**src/rtl/branch_ctrl.sv**
```systemverilog
// rtl/branch_ctrl.sv - branch redirect controller: flush, fetch redirect, halt/restart
// Optional prediction checking is enabled by defining BRANCH_PREDICT_CHECK_EN.
module branch_ctrl #(
  parameter int P_FLUSH_CYCLES = 3
) (
  input  logic        iCLOCK,
  input  logic        iRESET_SYNC,
  input  logic        iEXE_VALID,
  input  logic        iEXE_JUMP,
  input  logic        iEXE_NOT_JUMP,
  input  logic        iEXE_IB,
  input  logic        iEXE_IDTS,
  input  logic        iEXE_HALT,
  input  logic [31:0] iEXE_PC,
  input  logic [31:0] iEXE_BRANCH_ADDR,
  input  logic [31:0] iIDT_BASE,
`ifdef BRANCH_PREDICT_CHECK_EN
  input  logic        iEXE_PREDICT_TAKEN,
  input  logic [31:0] iEXE_PREDICT_ADDR,
`endif
  input  logic        iRESTART,
  output logic        oEXE_LOCK,
  output logic        oFLUSH,
  output logic        oREDIRECT_VALID,
  output logic [31:0] oREDIRECT_ADDR,
  input  logic        iREDIRECT_BUSY,
  output logic        oHALTED
);

  typedef enum logic [1:0] {
    IDLE     = 2'd0,
    FLUSH    = 2'd1,
    REDIRECT = 2'd2,
    HALT     = 2'd3
  } stateT;

  localparam logic [3:0] LoadCount = 4'(P_FLUSH_CYCLES - 1);

  stateT       state, stateNext;
  logic [3:0]  count, countNext;
  logic [31:0] target, targetNext;
  logic        haltFlag, haltFlagNext;

  logic [31:0] pcPlus4;
  logic        decodeRedirect;
  logic        decodeHalt;
  logic [31:0] decodeTarget;

  assign pcPlus4 = iEXE_PC + 32'd4;

  // Strobe decode in priority order; only consulted while IDLE.
  always_comb begin
    decodeRedirect = 1'b0;
    decodeHalt     = 1'b0;
    decodeTarget   = 32'd0;
    if (iEXE_HALT) begin
      decodeRedirect = 1'b1;
      decodeHalt     = 1'b1;
      decodeTarget   = pcPlus4;
    end else if (iEXE_IB) begin
      decodeRedirect = 1'b1;
      decodeTarget   = iIDT_BASE;
    end else if (iEXE_IDTS) begin
      decodeRedirect = 1'b1;
      decodeTarget   = pcPlus4;
    end else if (iEXE_JUMP) begin
`ifdef BRANCH_PREDICT_CHECK_EN
      decodeRedirect = !iEXE_PREDICT_TAKEN || (iEXE_PREDICT_ADDR != iEXE_BRANCH_ADDR);
`else
      decodeRedirect = 1'b1;
`endif
      decodeTarget   = iEXE_BRANCH_ADDR;
    end else if (iEXE_NOT_JUMP) begin
`ifdef BRANCH_PREDICT_CHECK_EN
      decodeRedirect = iEXE_PREDICT_TAKEN;
      decodeTarget   = pcPlus4;
`else
      decodeRedirect = 1'b0;
`endif
    end
  end

  always_comb begin
    stateNext    = state;
    countNext    = count;
    targetNext   = target;
    haltFlagNext = haltFlag;
    case (state)
      IDLE: begin
        if (iEXE_VALID && decodeRedirect) begin
          stateNext    = FLUSH;
          countNext    = LoadCount;
          targetNext   = decodeTarget;
          haltFlagNext = decodeHalt;
        end
      end
      FLUSH: begin
        if (count == 4'd0) begin
          stateNext = haltFlag ? HALT : REDIRECT;
        end else begin
          countNext = count - 4'd1;
        end
      end
      HALT: begin
        if (iRESTART) begin
          stateNext    = REDIRECT;
          haltFlagNext = 1'b0;
        end
      end
      REDIRECT: begin
        if (!iREDIRECT_BUSY) begin
          stateNext = IDLE;
        end
      end
      default: stateNext = IDLE;
    endcase
  end

  always_ff @(posedge iCLOCK) begin
    if (iRESET_SYNC) begin
      state    <= IDLE;
      count    <= 4'd0;
      target   <= 32'd0;
      haltFlag <= 1'b0;
    end else begin
      state    <= stateNext;
      count    <= countNext;
      target   <= targetNext;
      haltFlag <= haltFlagNext;
    end
  end

  assign oEXE_LOCK       = (state != IDLE);
  assign oFLUSH          = (state == FLUSH);
  assign oREDIRECT_VALID = (state == REDIRECT);
  assign oREDIRECT_ADDR  = (state == REDIRECT) ? target : 32'd0;
  assign oHALTED         = (state == HALT);

endmodule

```
**config.mk**
```make
export PLATFORM = sky130hd
export DESIGN_NAME = branch_ctrl
export DESIGN_NICKNAME = d
export VERILOG_FILES = /design/src/rtl/branch_ctrl.sv
export SDC_FILE = /design/constraint.sdc
export NUM_CORES = 1
export LEC_CHECK = 0
export CORE_MARGIN = 3
export CORE_UTILIZATION = 42
export CTS_CLUSTER_SIZE = 14
export DETAILED_ROUTE_END_ITERATION = 6
export PLACE_DENSITY = 0.82
export SLEW_MARGIN = 30
export SYNTH_ARGS = -nofsm -noshare
export SYNTH_HDL_FRONTEND = slang
export SYNTH_SLANG_ARGS = --single-unit
```
**constraint.sdc**
```tcl
create_clock -name iCLOCK -period 2.2 [get_ports iCLOCK]
set_input_delay 0.22 -clock iCLOCK [delete_from_list [all_inputs] [get_ports iCLOCK]]
set_output_delay 0.22 -clock iCLOCK [all_outputs]
set_load 0.01 [all_outputs]
```
==> run summary, run 1 <==
===============================================================================
Die X-Extent .....................................................      90.6 um
Clk pin slew, worst setup/hold paths .............................        80 ps
Root buffer selected by CTS ......................................     clkbuf_8
Outcome .......................................................... complete, no violations
Highest metal used ...............................................         met4
Number of max-capacitance violations reported ....................            0
Overall die area .................................................    8200 um^2
Share of layout cells above drive strength 1 .....................        0.117
Area growth from synthesis to final layout .......................        63.9%
DRC violations left ..............................................            0
Setup Fix Bufs, Post-CTS .........................................            0
ANT nets after route .............................................            0
Fin worst setup slack ............................................       122 ps
Sum Neg Setup Slack ..............................................         0 ps
Count of input and output buffers ................................          140
Max Fanout on Critical Path ......................................           26
Average routed wire per standard cell ............................      17.1 um
Standby leakage power ............................................   0.00178 uW
Kind of start point of the critical path .........................    flip-flop
Post-cts resize count ............................................            0
RSZ-0062 raised after global routing .............................           no
Grt total ovfl ...................................................            0
Period minus WS final ............................................      2080 ps
Number of global-route vias before repair ........................         3734
FP Rows ..........................................................           30
Warning count from the yosys run .................................            0
Maximum number of pins on one net before global-route repair .....           32
Count of distinct cell types in the synthesized netlist ..........           46
Number of hold-slack violations in the final timing report .......            0
Type of the setup path with the least slack ...................... flip-flop to output pin
Hold buffer count at CTS .........................................            0
Core area ........................................................    6870 um^2
Type of the most critical hold path .............................. flip-flop to flip-flop
CTS tree .........................................................        built
Number of cells traversed by the worst register-to-register path .            5
Starting DRC count in detailed routing ...........................          197
Highest Clock Rate ...............................................    0.481 GHz
Gr usage total ...................................................        0.265
Final Cell Area ..................................................    4920 um^2
Number of pins with negative max-slew slack in the final report ..            0
Net count reported at finish .....................................          672
Routed met3 length ...............................................       845 um
Met1 wire length .................................................      4.79 mm
Count of inserted antenna diode cells ............................            0
Crit path arrival time ...........................................      1860 ps
Wire length of the first global-routing pass .....................      18.2 mm
Starting density of the core .....................................        0.437
Initial DRT Pass Iterations ......................................            4
Proportion of synthesized chip area in sequential cells ..........        0.260
Per-cell via count in the routed design ..........................         5.67
Fill cell instance count of the final layout .....................          546
EDFF count, synth ................................................            0
Fraction of registers with async set/reset .......................            0
Post-Route Skew ..................................................      4.24 ps
Clk sinks ........................................................           39
HPWL Detailed ....................................................      8.62 mm
Post-synthesis sequential element count ..........................           39
Synthesized Nets .................................................          509
Hold-critical path depth .........................................            1
Post-synth top flop ..............................................      dfxtp_1
Transition time at the pin with the least slew margin ............       464 ps
Vertical die dimension ...........................................      90.6 um
Number of instances in the synthesized netlist ...................          400
Pwr/cell area ....................................................  494 nW/um^2
Htree depth ......................................................            2
Antenna violations before repair .................................            0
Routed length on met2 ............................................      5.51 mm
Largest vdd supply drop ..........................................     0.260 mV
Post-place instance area .........................................    4780 um^2
Max transition margin ............................................        0.690
Post-route fraction of the period consumed by the critical path ..        0.945
Area of the mapped netlist .......................................    3000 um^2
# IOs ............................................................          142
Required time of the worst setup path ............................      1980 ps
Worst setup slack before clock tree synthesis ....................      -151 ps
Final routed wirelength across all metal layers ..................      11.3 mm
Number of buffers created by CTS .................................            5
Sequential cell area .............................................     782 um^2
Area used by multi-input combinational logic .....................    2080 um^2
Final Setup Violations ...........................................            0
Mean post-synth cell area ........................................    7.51 um^2
Crit. End Element ................................................   output pin
Clock latency reported for the late side of the worst-skew pair ..       290 ps
CTS Buffer Depth .................................................            2
Via total after detailed routing .................................         3739
Final weighted congestion in routability-driven placement ........        0.947
===============================================================================
==> cells in the final DEF, fill, tap and decap left out, types with 3 or more instances in the layout <==
cell / count
nand3_1: 15
nand4_1: 5
or3_1: 3
nor3_1: 19
and2_1: 34
clkbuf_8: 5
nand2_1: 14
xor2_1: 5
dfxtp_1: 38
o211ai_1: 7
o31ai_1: 15
a22o_1: 17
a211oi_1: 4
nor2_1: 31
a21oi_1: 26
a22oi_1: 33
o22ai_1: 3
nor4_1: 9
ha_1: 3
xnor2_1: 22
inv_1: 6
o21ai_0: 6
nand2b_1: 20
buf_4: 50
clkdlybuf4s50_1: 139
==> layer usage <==
layer | up-vias | track usage
met1 | 1756 | 0.343
met2 | 170 | 0.459
li1 | 1798 | -
met4 | 0 | 0.0612
met5 | - | 0
met3 | 15 | 0.0425
==> worst max-delay path, cell delays in order (launching register included) <==
cell and delay [ps]:
dfxtp_2 390, nor2b_2 220, buf_8 210, and2_1 150, clkdlybuf4s50_1 590
==> metrics by stage <==
step | total power [uW] | std cells | hold slack, ps | utilization
3_5_place_dp | 1700 | 652 | 465 | 0.696
6_report | 2430 | 660 | 483 | 0.717
3_3_place_gp | 1680 | 652 | 456 | 0.696
5_1_grt | 2550 | 660 | 519 | 0.717
4_1_cts | 2430 | 660 | 485 | 0.715
2_1_floorplan | 1250 | 400 | 332 | -
==> cell type report <==
class	instances	share of cell area
clock inverters	2	0.0122
well taps	96	0.0244
clock buffers	6	0.0147
repair buffers	191	0.363
multi-input cells	320	0.422
inverters	6	0.00458
flip-flops and latches	39	0.159
==> path summary, 6_finish.rpt <==
path	from	to	slack (ps)
setup / recovery	state[1]	oREDIRECT_ADDR[10]	120
hold / removal	target[13]	target[13]	480
setup reg to reg	state[0]	target[9]	330
hold reg to reg	target[13]	target[13]	480
==> power breakdown <==
part	switching (uW)	internal, uW	total, uW
registers	52.4	799	852
clock network	275	454	729
logic	391	458	850
==> cells in the mapped netlist, types with 4 or more instances <==
cell type,count,area share
dfxtp_1,39,0.26
and2_1,34,0.071
a22oi_1,33,0.083
clkbuf_1,33,0.041
nor2_1,31,0.039
a21oi_1,26,0.043
xnor2_1,22,0.064
nand2b_1,20,0.042
nor3_1,20,0.033
a22o_1,17,0.050
nand3_1,15,0.025
o31ai_1,15,0.038
nand2_1,14,0.017
nor4_1,9,0.019
o211ai_1,7,0.017
inv_1,6,0.0075
o21ai_0,6,0.010
nand4_1,5,0.010
xor2_1,5,0.015
a211oi_1,4,0.010
==> cell families (layout without fill, tap and decap cells) <==
| logic type | after synthesis | count (layout) | share of synthesized area |
|---|---|---|---|
| AND/OR/NAND/NOR | 169 | 169 | 0.310 |
| AO/OA/AOI/OAI | 121 | 121 | 0.287 |
| buffers and inverters | 41 | 205 | 0.0521 |
| flip-flops | 39 | 39 | 0.260 |
| XOR/XNOR | 27 | 27 | 0.0787 |
| adder cells (fa/ha/maj) | 3 | 3 | 0.0125 |
==> flip-flops by register name, indices dropped and copies added, names as in the netlist <==
name      count
target       32
count         4
state         2
haltFlag      1
Power figures use the tool's default switching activity.
==> run 2, diff against run 1 <==
CAP_MARGIN = 10   (was unset)
==> results of run 2 <==
No change in the layout: final DEF, timing and power equal those of run 1.
==> run 3, diff against run 2 <==
HOLD_SLACK_MARGIN = 0.15   (was unset)
==> results of run 3 <==
No change in the layout: final DEF, timing and power equal those of run 1.
